### src/rtl/arcade_input_ctl.sv
// Input conditioning for the game core: PS/2 key decode merged with two pads,
// cabinet routing, and a fixed-width coin pulse with lockout. All outputs registered.
module arcade_input_ctl #(
  parameter int COIN_PULSE_CYC = 4800000,
  parameter int COIN_GAP_CYC   = 2400000
) (
  input  logic        clk_sys,
  input  logic        RESET,
  input  logic [10:0] ps2_key,
  input  logic [15:0] joystick_0,
  input  logic [15:0] joystick_1,
  input  logic        cabinet,
  output logic [5:0]  INP0,
  output logic [5:0]  INP1,
  output logic [2:0]  INP2
);
  localparam int CNT_MAX = (COIN_PULSE_CYC > COIN_GAP_CYC) ? COIN_PULSE_CYC : COIN_GAP_CYC;
  localparam int CW      = (CNT_MAX > 1) ? $clog2(CNT_MAX) : 1;
  localparam logic [CW-1:0] PULSE_LD = CW'(COIN_PULSE_CYC - 1);
  localparam logic [CW-1:0] GAP_LD   = CW'(COIN_GAP_CYC - 1);

  typedef enum logic [1:0] {IDLE, PULSE, GAP, WREL} coin_st_e;

  // Key state: player vectors use the output ordering {trig2,trig1,left,down,right,up}
  logic [5:0] p1_q, p1_d, p2_q, p2_d;
  logic       f1_q, f1_d, f2_q, f2_d, st1_q, st1_d, st2_q, st2_d, c1_q, c1_d, c2_q, c2_d;
  logic       toggle_q, toggle_d;
  logic [5:0] inp0_q, inp0_d, inp1_q, inp1_d;
  logic [1:0] start_q, start_d;
  logic       coin_q, coin_d;
  logic [5:0] p1_m, p2_m;
  logic       raw_coin;

  coin_st_e   st_q;
  logic [CW-1:0] cnt_q;
  logic       pulse_q;

  logic unused_joy;
  assign unused_joy = ^{joystick_0[15:9], joystick_1[15:9]};

  // Pad bits [0]R [1]L [2]D [3]U [4]T1 [5]T2 reordered to the output layout
  function automatic logic [5:0] pad(input logic [5:0] j);
    return {j[5], j[4], j[1], j[2], j[0], j[3]};
  endfunction

  always_comb begin
    p1_d = p1_q; p2_d = p2_q;
    f1_d = f1_q; f2_d = f2_q; st1_d = st1_q; st2_d = st2_q; c1_d = c1_q; c2_d = c2_q;
    toggle_d = ps2_key[10];
    if (ps2_key[10] != toggle_q) begin
      // Arrow keys match on the low byte so the E0 prefix does not matter
      case (ps2_key[7:0])
        8'h75:   p1_d[0] = ps2_key[9];
        8'h74:   p1_d[1] = ps2_key[9];
        8'h72:   p1_d[2] = ps2_key[9];
        8'h6B:   p1_d[3] = ps2_key[9];
        default: ;
      endcase
      case (ps2_key[8:0])
        9'h029:  p1_d[4] = ps2_key[9];
        9'h014:  p1_d[5] = ps2_key[9];
        9'h02D:  p2_d[0] = ps2_key[9];
        9'h034:  p2_d[1] = ps2_key[9];
        9'h02B:  p2_d[2] = ps2_key[9];
        9'h023:  p2_d[3] = ps2_key[9];
        9'h01C:  p2_d[4] = ps2_key[9];
        9'h01B:  p2_d[5] = ps2_key[9];
        9'h005:  f1_d    = ps2_key[9];
        9'h006:  f2_d    = ps2_key[9];
        9'h016:  st1_d   = ps2_key[9];
        9'h01E:  st2_d   = ps2_key[9];
        9'h02E:  c1_d    = ps2_key[9];
        9'h036:  c2_d    = ps2_key[9];
        default: ;
      endcase
    end
  end

  always_comb begin
    p2_m     = p2_q | pad(joystick_1[5:0]);
    p1_m     = p1_q | pad(joystick_0[5:0]) | (cabinet ? 6'd0 : p2_m);
    raw_coin = f1_q | f2_q | c1_q | c2_q | joystick_0[8] | joystick_1[8];
    inp0_d   = p1_m;
    inp1_d   = p2_m;
    start_d  = {f2_q | st2_q | joystick_0[7] | joystick_1[7],
                f1_q | st1_q | joystick_0[6] | joystick_1[6]};
    coin_d   = raw_coin;
  end

  always_ff @(posedge clk_sys) begin
    if (RESET) begin
      toggle_q <= ps2_key[10];
      p1_q <= '0; p2_q <= '0;
      f1_q <= 1'b0; f2_q <= 1'b0; st1_q <= 1'b0; st2_q <= 1'b0; c1_q <= 1'b0; c2_q <= 1'b0;
      inp0_q <= '0; inp1_q <= '0; start_q <= '0; coin_q <= 1'b0;
    end else begin
      toggle_q <= toggle_d;
      p1_q <= p1_d; p2_q <= p2_d;
      f1_q <= f1_d; f2_q <= f2_d; st1_q <= st1_d; st2_q <= st2_d; c1_q <= c1_d; c2_q <= c2_d;
      inp0_q <= inp0_d; inp1_q <= inp1_d; start_q <= start_d; coin_q <= coin_d;
    end
  end

  // Coin shaper: one pulse per rise, then a forced gap, then wait for release
  always_ff @(posedge clk_sys) begin
    if (RESET) begin
      st_q    <= IDLE;
      cnt_q   <= '0;
      pulse_q <= 1'b0;
    end else begin
      case (st_q)
        IDLE:  if (raw_coin && !coin_q) begin
                 st_q <= PULSE; cnt_q <= PULSE_LD; pulse_q <= 1'b1;
               end
        PULSE: if (cnt_q == '0) begin
                 st_q <= GAP; cnt_q <= GAP_LD; pulse_q <= 1'b0;
               end else cnt_q <= cnt_q - 1'b1;
        GAP:   if (cnt_q == '0) st_q <= WREL;
               else cnt_q <= cnt_q - 1'b1;
        WREL:  if (!raw_coin) st_q <= IDLE;
      endcase
    end
  end

  assign INP0 = inp0_q;
  assign INP1 = inp1_q;
  assign INP2 = {pulse_q, start_q};
endmodule

### config.mk
export PLATFORM = sky130hd
export DESIGN_NAME = arcade_input_ctl
export DESIGN_NICKNAME = d
export VERILOG_FILES = /design/src/rtl/arcade_input_ctl.sv
export SDC_FILE = /design/constraint.sdc
export NUM_CORES = 1
export LEC_CHECK = 0
export ABC_CLOCK_PERIOD_IN_PS = 6600
export BUFFER_PORTS_ARGS = -buffer_cell sky130_fd_sc_hd__buf_2
export CAP_MARGIN = 20
export CORE_ASPECT_RATIO = 0.8
export CORE_MARGIN = 4
export CORE_UTILIZATION = 37
export DETAILED_ROUTE_END_ITERATION = 16
export PLACE_DENSITY = 0.66
export SLEW_MARGIN = 20
export SYNTH_ARGS = -nofsm -noshare
export SYNTH_HDL_FRONTEND = slang
export SYNTH_SLANG_ARGS = --single-unit
### constraint.sdc
create_clock -name clk_sys -period 6.6 [get_ports clk_sys]
set_input_delay 0.66 -clock clk_sys [delete_from_list [all_inputs] [get_ports clk_sys]]
set_output_delay 0.66 -clock clk_sys [all_outputs]
set_load 0.005 [all_outputs]
After elaboration in Yosys (flattened, before gate mapping)
Cells that the tools add are included.
{ "op_classes": {"addsub": 1, "eq_ne": 27, "muxes": 13, "bitwise_logic": 14, "n_reduce_logical": 27} }
{ "op_table": {"columns": ["op", "n"], "rows": [
  ["23-bit 2-to-1 mux", 3],
  ["23-bit one-hot mux with 3 select lines", 1],
  ["9-bit by 6-bit == test with 1-bit output, second input constant", 7],
  ["9-bit by 5-bit == test with 1-bit output, second input constant", 5],
  ["2-bit AND reduction", 18],
  ["8-bit by 7-bit == test with 1-bit output, second input constant", 4],
  ["23-bit logical NOT", 1],
  ["23-bit by 1-bit subtractor with 23-bit output, second input constant", 1],
  ["9-bit by 3-bit == test with 1-bit output, second input constant", 2],
  ["6-bit OR", 3],
  ["1-bit OR", 11],
  ["2-bit inequality test, second input constant", 5],
  ["2-bit 2-to-1 mux", 4],
  ["2-bit one-hot mux with 4 select lines", 1],
  ["6-bit 2-to-1 mux", 1],
  ["3-bit AND reduction", 2],
  ["2-bit == test, second input constant", 2],
  ["4-bit AND reduction", 1],
  ["3-bit nonzero test", 1],
  ["2-bit by 1-bit == test with 1-bit output, second input constant", 1],
  ["2-bit logical NOT", 1],
  ["1-bit 2-to-1 mux", 2],
  ["1-bit one-hot mux with 2 select lines", 1],
  ["2-bit nonzero test", 1],
  ["3 further kinds", 3]
]} }
{ "totals": {"register_bits": 60, "in_bits": 46, "output_inout_bits": 15} }

Longest topological paths before layout
Gate-level depths: netlist of run 1.
{ "logic_depth": {"ltp_word": 8, "ltp_mapped": 8, "mapped_depth_nobuf": 7} }

Least setup slack after synthesis of run 1
Ideal clock, no wire load.
{ "synth_timing": {"path_kind": "register to register", "start": "register st_q[0]", "end": "register cnt_q[14]", "t_arrival_ps": 2088, "required_time_ps": 6514, "setup_slack_ps": 4426, "stages_incl_launch_ff": 8, "path_buffers": 0, "path_cell_list": "dfxtp_1 inv_1 ha_1 nor3b_1 a21oi_1 o31ai_2 or4_2 a211oi_1"} }
{ "synth_between": {"elab_chain_cells": 3, "elab_cells_between_ends": 8, "classes_between": "eq/ne: 4; mux: 1; reduce/logical: 3"} }
{ "synth_lines": {"columns": ["element", "line_no", "rtl"], "rows": [
  ["start: declaration", "34", "coin_st_e st_q;"],
  ["start signal: assignment", "107", "st_q <= IDLE;"],
  ["start signal: assignment", "113", "st_q <= PULSE; cnt_q <= PULSE_LD; pulse_q <= 1'b1;"],
  ["start signal: assignment", "116", "st_q <= GAP; cnt_q <= GAP_LD; pulse_q <= 1'b0;"],
  ["2-bit == test (tied with other cells)", "111", "case (st_q)"],
  ["2-bit inequality test (no source line) or 3-bit nonzero test (tied branches)", null, null],
  ["3-bit AND reduction (no source line)", null, null],
  ["end signal: assignment", "117", "end else cnt_q <= cnt_q - 1'b1;"],
  ["end signal: assignment", "119", "else cnt_q <= cnt_q - 1'b1;"],
  ["end: declaration", "35", "logic [CW-1:0] cnt_q;"]
]} }
Several ways; a longest one is shown, not always the timed one.
A chain may end at the register's enable or synchronous reset.

Worst setup path in the final report of run 1
{ "layout_timing": {"start": "register cnt_q[13]", "end": "register cnt_q[0]"} }
{ "layout_between": {"elab_chain_cells": 3, "elab_cells_between_ends": 5, "classes_between": "eq/ne: 1; mux: 2; reduce/logical: 2"} }
{ "layout_lines": {"columns": ["element", "line_no"], "rows": [
  ["23-bit logical NOT *", "115, 118"],
  ["23-bit 2-to-1 mux or 2-bit inequality test (tied branches)", null],
  ["23-bit one-hot mux with 3 select lines or 3-bit AND reduction (tied branches)", null]
]} }
Every way passes the cells marked *; elsewhere a longest branch is shown, timed or not.

==> results of run 1 <==
## metrics by stage
stage	setup slack, ns	hold slack, ns
global route	3.74	0.457
CTS	4.03	0.459
finish	3.97	0.463
floorplan	4.43	0.437
detailed placement	4.05	0.451
global placement	4.04	0.448
## cells in the mapped netlist, types with 2 or more instances
cell type / number / share of area
sky130_fd_sc_hd__and4_1: 4 / 0.011
sky130_fd_sc_hd__or4_2: 2 / 0.0056
sky130_fd_sc_hd__and3_1: 2 / 0.0040
sky130_fd_sc_hd__o31ai_1: 8 / 0.019
sky130_fd_sc_hd__a21oi_1: 26 / 0.041
sky130_fd_sc_hd__ha_1: 7 / 0.028
sky130_fd_sc_hd__nand2b_1: 4 / 0.0080
sky130_fd_sc_hd__o221a_2: 2 / 0.0072
sky130_fd_sc_hd__a211oi_1: 4 / 0.0096
sky130_fd_sc_hd__xnor2_1: 3 / 0.0084
sky130_fd_sc_hd__a31oi_1: 5 / 0.010
sky130_fd_sc_hd__o31a_1: 2 / 0.0056
sky130_fd_sc_hd__mux2i_1: 11 / 0.035
sky130_fd_sc_hd__nand4_1: 7 / 0.014
sky130_fd_sc_hd__or2_2: 5 / 0.010
sky130_fd_sc_hd__xor2_1: 3 / 0.0084
sky130_fd_sc_hd__nor2b_1: 2 / 0.0040
sky130_fd_sc_hd__or4_4: 3 / 0.011
sky130_fd_sc_hd__inv_1: 15 / 0.018
sky130_fd_sc_hd__o211ai_1: 2 / 0.0048
sky130_fd_sc_hd__nor4b_1: 3 / 0.0084
sky130_fd_sc_hd__nand2_1: 21 / 0.025
sky130_fd_sc_hd__o2bb2ai_1: 7 / 0.020
sky130_fd_sc_hd__or3_2: 2 / 0.0048
sky130_fd_sc_hd__a32o_1: 2 / 0.0064
sky130_fd_sc_hd__dfxtp_1: 60 / 0.38
sky130_fd_sc_hd__nand3_1: 17 / 0.027
sky130_fd_sc_hd__o31ai_2: 2 / 0.0080
sky130_fd_sc_hd__and2_1: 2 / 0.0040
sky130_fd_sc_hd__nor2_1: 63 / 0.075
sky130_fd_sc_hd__nor3_1: 18 / 0.029
sky130_fd_sc_hd__o21ai_0: 18 / 0.029
sky130_fd_sc_hd__nor4_1: 16 / 0.032
sky130_fd_sc_hd__nor3b_1: 2 / 0.0048
sky130_fd_sc_hd__clkbuf_1: 15 / 0.018
sky130_fd_sc_hd__a221oi_1: 2 / 0.0056
sky130_fd_sc_hd__buf_1: 3 / 0.0036
sky130_fd_sc_hd__a31o_2: 3 / 0.0084
sky130_fd_sc_hd__a21o_1: 5 / 0.012
## power by group
part           leakage, nW  switching [W]  internal [W]
Sequential           0.494      0.0000685      0.000423
Clock                0.122       0.000150      0.000261
Combinational        0.812       0.000383      0.000225
Total                 1.43       0.000601      0.000909
## cells by family after synthesis
group	Yosys count	share of synthesized area
AOI/OAI and AO/OA	95	0.205
xor gates and xnor gates	6	0.0167
adders and majority gates	7	0.0279
buffers and inverters	35	0.0455
DFF	60	0.383
muxes	11	0.0351
and+or+nand+nor	176	0.287
## tightest hold or removal path: stages (launching register included)
cell                      delay (ns)
sky130_fd_sc_hd__dfxtp_1        0.31
sky130_fd_sc_hd__nand2_1        0.05
sky130_fd_sc_hd__a21oi_1        0.05
## per-layer routing
layer / wire, um / part of all wire / track usage
met5: 0 / 0 / 0
met4: 80 / 0.0097 / 0.0513
met3: 601 / 0.073 / 0.0382
met2: 3570 / 0.43 / 0.231
met1: 4010 / 0.49 / 0.241
## final timing paths
| path | end | start | slack, ns | cells after the start |
|---|---|---|---|---|
| worst max-delay path | cnt_q[0] | cnt_q[13] | 3.97 | 5 |
| worst min-delay path | c2_q | c2_q | 0.46 | 2 |
| worst max register to register | cnt_q[0] | cnt_q[13] | 3.97 | 5 |
| worst min register to register | c2_q | c2_q | 0.46 | 2 |
## state kept, by name (all words and copies together), names as in the netlist
name and cells:
INP0 6, INP1 6, c1_q 1, c2_q 1, cnt_q 23, coin_q 1
f1_q 1, f2_q 1, p1_q 6, p2_q 6, pulse_q 1, st1_q 1
st2_q 1, st_q 2, start_q 2, toggle_q 1
## final cells by class
class	instances	area, um2
fill	780	4410
multi-input combinational	295	1790
sequential	60	1200
timing repair buffer	48	245
clock buffer	10	138
tap	108	135
clock inverter	6	111
inverter	15	56.3
==> impl_summary.md, run 1 <==
Synthesis
The share of synthesized area occupied by flip-flops and latches is 0.383. The most used flip-flop cell after synthesis is sky130_fd_sc_hd__dfxtp_1. The total nets after synthesis is 443.

For this run, the number of Yosys warnings is 0. Synthesis produced a netlist whose cell count is 390. Yosys mapped a number of flops with a built-in enable equal to 0. The cell area after synthesis is 3140 um2. The count of cell types in the netlist is 51. The average cell area after synthesis is 8.05 um2.

Synthesis inferred 60 register bits. In the synthesized netlist the async set-or-reset flop fraction comes to 0.

Die
From bottom edge to top edge, the die measures 90.4 um. The area inside the core boundary is 8090 um2. The full die area is 10000 um2. The count of pins on the block boundary is 61. For this configuration, the core starts out at a cell density of 0.388. The row count is 29. From left edge to right edge, the die measures 111 um.

Critical path
In this run the worst path has a maximum fanout of 10. The arrival time at the worst endpoint is 2.86 ns. The cell with the biggest individual delay on the critical path is sky130_fd_sc_hd__nor4_1. STA puts the critical path data required time at 6.83 ns. The total buffers and inverters traversed by the critical path is 0. The signal on the critical path passes through nor4_1 > nand4_1 > nor2_1 > o21ai_0 > a221oi_1. The worst setup path is launched from a register. The path type of the worst setup path is register to register. The largest single stage delay on the critical path is 0.62 ns. The endpoint kind of the worst setup timing path is a register. The cell family contributing the most delay on the critical path is simple AND/OR/NAND/NOR gates.

Finish
The layout overhead on the synthesized area is 17.3%. The final cell area excluding filler cells is 3680 um2. The share of layout cells above drive strength 1 is 0.198. Leaving out fill and tap cells, the most frequent cell in the layout is sky130_fd_sc_hd__nor2_1. The final standard cell count with taps included and fillers excluded is 542. The final standard cell utilization of the core is 0.455. The top cell types in the final layout, fill and taps aside, are 63 x sky130_fd_sc_hd__nor2_1, 60 x sky130_fd_sc_hd__dfxtp_1, 46 x sky130_fd_sc_hd__buf_2, 26 x sky130_fd_sc_hd__a21oi_1, 21 x sky130_fd_sc_hd__nand2_1. 0 antenna diodes ended up in the layout. The net count reported at finish is 482.

Placed design
The number of placed instances, taps included, is 526. The congestion estimate from routability-driven global placement came to 0.980. The port buffer count is 46.

The total half-perimeter wirelength after legalization and detailed placement is 6090 um. Once placement finished, the instance area stood at 3430 um2.

Route
After the first detailed-routing iteration, the DRC count stood at 221. In the routed design, unresolved DRC markers number 0. Using the TritonRoute via totals, the vias-per-cell ratio works out to 5.74. Detailed routing inserted a total of 3110 vias. Wires add up to 8260 um. The count of nets left with antenna violations once routing finished came out at 0.

In the final routed layout, each cell accounts on average for 15.2 um. Before antenna repair, the detailed router went through 5 iterations.

Min path
The min-delay analysis places its worst path in the category register to register.

Status
The flow ran to the end, and the final reports show no timing, DRC or antenna violations.

Clock tree
The number of buffers added to fix hold violations after cts is 0. The later-pin clock latency in the skew report is 0.34 ns. After clock tree synthesis, the clock-pin slew on the worst setup and hold paths is 0.07 ns.

Once the clock tree was built, the resizer swapped 0 gates to a different size. The H-tree generated during clock tree synthesis spans 3 levels. The CTS tree is done. In this run the deepest clock path goes through 2 buffers. In this run the post-CTS setup repair buffer count came out at 0. The total number of clock tree sinks is 60. The number of buffers created by CTS is 9. The tree is rooted in a sky130_fd_sc_hd__clkbuf_8.

Global route
The number of global-route vias before repair was 2717. The initial antenna violation count is 0. The total global routing overflow is 0. The total global routing track utilization is 0.163. The largest net degree at the start of global routing is 44.

The wire length of the first global-routing pass is 13500 um.

Pwr
In this run the static leakage power is 1.43 nW. The overall power is 0.00151 W. The worst ir drop on vdd is 0.223 mV.

Power spread over the standard cell area amounts to 410 nW/um2.

Timing
The fmax is 380 MHz. Counting I/O delays and the setup requirement, the final critical path takes 2.63 ns. In this run the tightest slew margin relative to its limit is 0.308.

The final period utilization is 0.399. In the final timing run, aggregate negative setup slack is 0 ns. Clock skew on the completed layout was measured at 0.00548 ns. The number of slew-limit violations in the final report came to 0. At the pin with the least slew margin, the transition time is 1.03 ns.

Setup repair after global routing left no endpoint under its margin. The final-report hold violation count is 0. Setup violations remaining at the end of the flow were counted as 0.

Flow run
The number of maximum-capacitance constraint violations is 0.
No activity file was read; power rests on OpenSTA's default activity.
==> run 2: changes to the inputs <==
Settings changed: ABC_CLOCK_PERIOD_IN_PS 6600 to 2400, PLACE_DENSITY 0.66 to 0.68.
Clock period 6.6 ns to 2.4 ns, I/O delays scaled along.
==> run 2 against run 1 <==
Utilization increased by 1.6 points. Setup slack lost 3.9 ns. First-iteration DRC count is 21% higher. Die area did not move. Register-to-register slack lost 3.9 ns. Critical path depth is 2 higher. Power rose to 2.8 times the previous value. Clock-buffer cell count decreased by 1. Maximum frequency is 13% higher.
==> impl_summary.md, run 2 (same netlist as run 1, synthesis figures left out) <==
Timing
Of the available clock period, the critical path in the final layout requires 0.967. Setup repair after global routing left no endpoint under its margin. The final-report hold violation count was 0.

At the pin with the least slew margin, the transition time is 0.754 ns. Setup slack on the critical path of the routed design comes to 0.0795 ns. Setup violations remaining at the end of the flow were counted as 0.

The fmax is 431 MHz. On the final layout, the worst clock skew is 0.00906 ns. The number of slew-limit violations in the final report is 0. The routed design could run at a clock period as short as 2.32 ns. After routing, the total negative slack on setup checks comes to 0 ns. Headroom to the max-slew limit came out at 0.493. The worst hold slack is 0.0361 ns.

Finish
The net count reported at finish is 506. The share of layout cells above drive strength 1 is 0.240. The library cell used most frequently in the layout, excluding fill and tap cells, is sky130_fd_sc_hd__nor2_1. The register with the most flip-flops in the layout has 23 of them.

In the layout the commonest cells are 63 x sky130_fd_sc_hd__nor2_1, 60 x sky130_fd_sc_hd__dfxtp_1, 46 x sky130_fd_sc_hd__buf_2, 26 x sky130_fd_sc_hd__a21oi_1, 26 x sky130_fd_sc_hd__buf_4. The layout has 818 filler cells. The final standard cell count with taps included and fillers excluded is 566. The repair_antennas step left the layout with diodes totalling 0.

In the final layout, flip-flops and latches occupy 1200 um2. cnt_q holds more flip-flops than any other register. The area of the multi-input gates is 1790 um2. The area growth from synthesis to layout is 21.5%.

Clock tree
The CTS tree is done. CTS built an H-tree with a depth of 3. Buffers inserted to repair hold after CTS numbered 0. Once the clock tree was built, the resizer swapped 0 gates to a different size. Clock tree synthesis selected as its root buffer the cell sky130_fd_sc_hd__clkbuf_8.

The number of setup buffers added after CTS is 0. The later pin in the worst-skew pair is clocked with a latency of 0.35 ns. The clock passes through at most 2 buffers. The total number of clock tree sinks is 60. In this run, CTS created clock tree buffers numbering 9. The clock transition at the registers of the reported paths is 0.07 ns.

Critical path
The depth of the worst register-to-register path is 7. The type of element launching the critical path is a register. The signal on the critical path passes through inv_1 > ha_1 > nor3b_1 > a21oi_1 > o31ai_2 > or4_2 > a211oi_1. The kind of cell with the highest combined delay along the critical path is simple AND/OR/NAND/NOR gates. The worst setup path is captured at a register. The required time reported for the critical path endpoint is 2.66 ns. Counting both buffers and inverters, the worst setup path holds a total of 1. The launch point of the worst reg-to-reg path is st_q[0].

At the worst endpoint, the arrival time is 2.58 ns. The slack of the worst reg-to-reg path is 0.08 ns. The largest single stage delay on the critical path is 0.64 ns. The path type of the worst setup path is register to register. In this run the critical register-to-register path is captured at cnt_q[14]. Of all nets on the critical path, the largest fanout is 5. The cell with the biggest individual delay on the critical path is sky130_fd_sc_hd__or4_2.

Route
The first routing iteration left 268 violations. The detailed router placed 3196 vias in this run. Using the TritonRoute via totals, the vias-per-cell ratio works out to 5.65. The detailed-route DRC error count is 0.

Summed over all layers, the routed wires come to 8860 um. The pre-antenna-repair detailed-routing pass consisted of 6 iterations. The count of nets left with antenna violations once routing finished came out at 0. The routed length per instance is 15.7 um.

Min path
The worst hold path startpoint is ps2_key[10]. The tightest min-delay check is of the input port to register type. The worst hold endpoint is toggle_q. The worst hold path cell count is 1.

Placed design
The total half-perimeter wirelength after legalization and detailed placement is 6680 um. During placement, the flow inserted port buffers numbering 46. The placer congestion estimate is 0.902. The cell total after placement is 550. The worst setup slack before clock tree synthesis is 0.123 ns.

Global route
The number of global-route vias before repair is 2856. Global routing finished with a remaining overflow of 0. Entering global routing, the biggest net connects 42 pins. The initial antenna violation count is 0. The total global routing track utilization is 0.176.

The wire length of the first global-routing pass is 14400 um.

Flow run
The number of maximum-capacitance constraint violations is 0.

Die
The initialized floorplan defines 29 standard-cell rows. The initial utilization of the core area, before any placement, comes to 0.388. The count of pins on the block boundary is 61. The die span in x is 111 um. The region available for standard cell placement spans 8090 um2.

The floorplan step defined a die boundary enclosing 10000 um2. The vertical die dimension is 90.4 um.

Pwr
The worst ir drop on vdd is 0.483 mV. The total power per unit cell area is 1100 nW/um2. The static leakage is 1.52 nW.

Status
The run finished with clean final reports.
[run 2: cell count changes in the layout (fill, tap and decap cells not counted), sizes merged]
cell      previous run  this run
buf                 48        72
clkinv               2         5
bufinv               3         1
clkbuf              10         9
clkinvlp             1         0
inv                 15        16
[run 2: cell type report]
type,instances,share of cell area
inverter,15,0.0148
timing repair buffer,72,0.112
clock buffer,9,0.0325
sequential,60,0.315
tap,108,0.0355
clock inverter,7,0.0197
multi-input combinational,295,0.471
[run 2: worst max-delay path by stage]
stage               depth (start not counted)  startpoint         to
global placement                            7     st_q[0]  cnt_q[14]
detailed placement                          7     st_q[0]  cnt_q[14]
finish                                      7     st_q[0]  cnt_q[14]
CTS                                         7     st_q[1]  cnt_q[14]
global route                                7     st_q[0]  cnt_q[14]
floorplan                                   7     st_q[0]  cnt_q[14]
[run 2: power by group]
part / switching, W / internal, W / leakage, nW
logic: 0.00112 / 0.000809 / 0.927
registers: 0.000175 / 0.00116 / 0.494
clock network: 0.000439 / 0.000484 / 0.104
[run 2: through the flow]
| step | util | area [um2] | total power (W) |
|---|---|---|---|
| after detailed placement | 0.446 | 3610 | 0.00325 |
| after global placement | 0.446 | 3610 | 0.00321 |
| after global routing | 0.471 | 3810 | 0.00449 |
| final | 0.471 | 3810 | 0.00419 |
| after floorplan | - | 3140 | 0.00260 |
| after CTS | 0.471 | 3810 | 0.00419 |
[run 2: metal layers]
layer | vias up | track usage | routed length (um)
li1 | 1561 | - | -
met1 | 1467 | 0.262 | 4140
met2 | 149 | 0.242 | 3720
met3 | 19 | 0.0342 | 824
met4 | 0 | 0.0749 | 176
met5 | - | 0 | 0
==> run 3: changes to the inputs <==
Settings changed: CAP_MARGIN 20 to 5, CTS_BUF_LIST from default to sky130_fd_sc_hd__clkbuf_4, GPL_TIMING_DRIVEN from default to 0.
==> run 3 against run 2 <==
Clock-buffer cell count is the same. Flip-flop and latch count did not move. Combinational power up 3%. Register-to-register slack gained 0.02 ns. Design area shrank 0.33%. Utilization decreased by 0.15 points. Highest routed layer unchanged. Critical endpoint unchanged. Via count fell by 0.78%. Power shrank 3.5%.
==> impl_summary.md, run 3 (same netlist as run 1, synthesis figures left out) <==
Die
The area inside the core boundary is 8090 um2. The die span in x is 111 um. The die covers 10000 um2. The count of pins on the block boundary is 61. For this configuration, the core starts out at a cell density of 0.388. The row count is 29. The vertical die dimension is 90.4 um.

Timing
The final setup slack of the worst path is 0.103 ns. The relative slew slack is 0.413. The final-report hold violation count is 0. Hold timing on the final database bottoms out at a slack of 0.0224 ns. The final critical delay including setup and external delays is 2.30 ns. For the final routed database, the setup TNS stands at 0 ns.

The worst clock skew on the final layout is 0.0177 ns. The number of slew-limit violations in the final report is 0. The final period utilization is 0.957.

At the pin with the least slew margin, the transition time is 0.872 ns. For this run, the top clock speed supported by timing is 435 MHz. Setup violations remaining at the end of the flow were counted as 0.

Global route
The largest net degree at the start of global routing is 13. The total global routing overflow is 0. The wire length of the first global-routing pass is 14600 um.

The number of global-route vias before repair was 2886. The initial antenna violation count is 0. Across every metal layer, demand over resource in global routing totals 0.178.

Route
The detailed-route DRC error count is 0. The post-detailed-route count of antenna-violating nets is 0. The routed length per instance is 16.0 um. The first detailed-routing pass ran for 5 iterations. The violation count after the first detailed-routing iteration is 313. The total length of routed wires is 9040 um.

The detailed router placed 3171 vias in this run. The mean number of vias per cell is 5.60.

Flow run
The tool flagged a number of max-cap violations equal to 0.

Pwr
The total power per unit cell area is 1070 nW/um2. VDD sags by at most 0.495 mV. The internal power is 0.00224 W. Of the total power, the share spent switching nets is 0.447. The switching power is 0.00181 W.

Of the total power, the clock network draws 0.186. The share of total power dissipated in combinational logic is 0.489. Of the total power, registers draw 0.325. The static leakage is 1.46 nW.

Finish
In the layout the commonest cells are 61 x sky130_fd_sc_hd__nor2_1, 60 x sky130_fd_sc_hd__dfxtp_1, 44 x sky130_fd_sc_hd__buf_2, 25 x sky130_fd_sc_hd__a21oi_1, 21 x sky130_fd_sc_hd__nand2_1. The antenna diode instance count is 0. Leaving out filler cells and counting taps, the final layout contains 566. The most common cell after layout, fill and taps aside is sky130_fd_sc_hd__nor2_1. The register ranked first by flip-flop count is cnt_q. Relative to the synthesized area, the layout overhead comes to 21.1%. Of the cells placed in the final design, the portion with a size suffix greater than 1 is 0.231. The register with the most flip-flops in the layout has 23 of them. The net count reported at finish is 506.

Clock tree
The clock tree root buffer cell is sky130_fd_sc_hd__clkbuf_4. No sink is reached through more buffers than the 2 on the longest clock path. The clock reaches the later pin of the worst-skew pair after 0.43 ns. TritonCTS built the clock tree. In this run, CTS created clock tree buffers numbering 9. The H-tree was split into 3 levels. The clock drives 60 sinks.

The clock transition at the registers of the reported paths is 0.12 ns.

Critical path
The endpoint kind of the worst setup timing path is a register. In this run the worst path has a maximum fanout of 7. The setup check on the worst reg-to-reg path leaves a slack of 0.10 ns. The worst setup path is launched from a register. The critical path is of the register to register type. Data on the critical path is required at its endpoint by 2.75 ns. The arrival time at the worst endpoint is 2.65 ns.

Placed design
The wire-length estimate of the detail-placed layout is 6610 um. The port buffer count is 44. The worst setup slack before clock tree synthesis is -0.366 ns. The congestion estimate from routability-driven global placement came to 0.913.

The cell total after placement is 542.

Min path
The kind of path behind the tightest hold check is input port to register.

Status
The run finished with clean final reports.
==> run 3: worst paths after layout <==
check                              startpoint         end  cells past startpoint
worst min register to register        p1_q[1]     p1_q[1]                      2
worst max register to register        st_q[0]   cnt_q[14]                      7
worst min-delay path            joystick_1[6]  start_q[0]                      3
worst max-delay path                  st_q[0]   cnt_q[14]                      7
==> run 3: power groups by stage <==
stage | clock network, W | registers, W | logic (W)
after floorplan | 0 | 0.00130 | 0.00131
after global placement | 0 | 0.00132 | 0.00172
after detailed placement | 0 | 0.00133 | 0.00175
after CTS | 0.000771 | 0.00131 | 0.00181
after global routing | 0.000807 | 0.00134 | 0.00218
final | 0.000752 | 0.00131 | 0.00198
==> run 3: final cells by class <==
class	count	area [um2]
fill	794	4290
tap	108	135
timing repair buffer	53	290
sequential	60	1200
inverter	15	56.3
clock buffer	9	67.6
multi-input combinational	295	1890
clock inverter	7	75.1
buffer	19	87.6
==> run 3: repair_timing <==
| action | CTS | global route |
|---|---|---|
| cloned | 0 | 0 |
| pin swaps | 0 | 4 |
| resized for setup | 9 | 12 |
| endpoints found under the setup margin | 20 | 22 |
| buffers inserted | 0 | 8 |
| hold buffers | 1 | 0 |
| hold endpoints to repair | 1 | 0 |
==> run 3: metrics by stage <==
stage | total power, W | util | cell area, um2
floorplan | 0.00260 | - | 3140
global placement | 0.00304 | 0.432 | 3490
detailed placement | 0.00308 | 0.432 | 3490
CTS | 0.00389 | 0.456 | 3690
global route | 0.00433 | 0.469 | 3800
finish | 0.00405 | 0.469 | 3800
==> run 3: metal layers <==
layer / part of all wire / up-vias / GRT usage / wire (um)
met5: 0 / - / 0 / 0
met4: 0.011 / 0 / 0.0615 / 102
met3: 0.074 / 8 / 0.0462 / 670
met2: 0.42 / 131 / 0.250 / 3790
met1: 0.50 / 1472 / 0.260 / 4480
li1: - / 1560 / - / -
==> run 3: critical path, cell delays in order (launching register included) <==
cell	delay (ns)
sky130_fd_sc_hd__dfxtp_1	0.40
sky130_fd_sc_hd__inv_1	0.10
sky130_fd_sc_hd__ha_1	0.27
sky130_fd_sc_hd__a21o_2	0.26
sky130_fd_sc_hd__a21oi_4	0.19
sky130_fd_sc_hd__o31ai_4	0.16
sky130_fd_sc_hd__or4_2	0.62
sky130_fd_sc_hd__a211oi_1	0.23
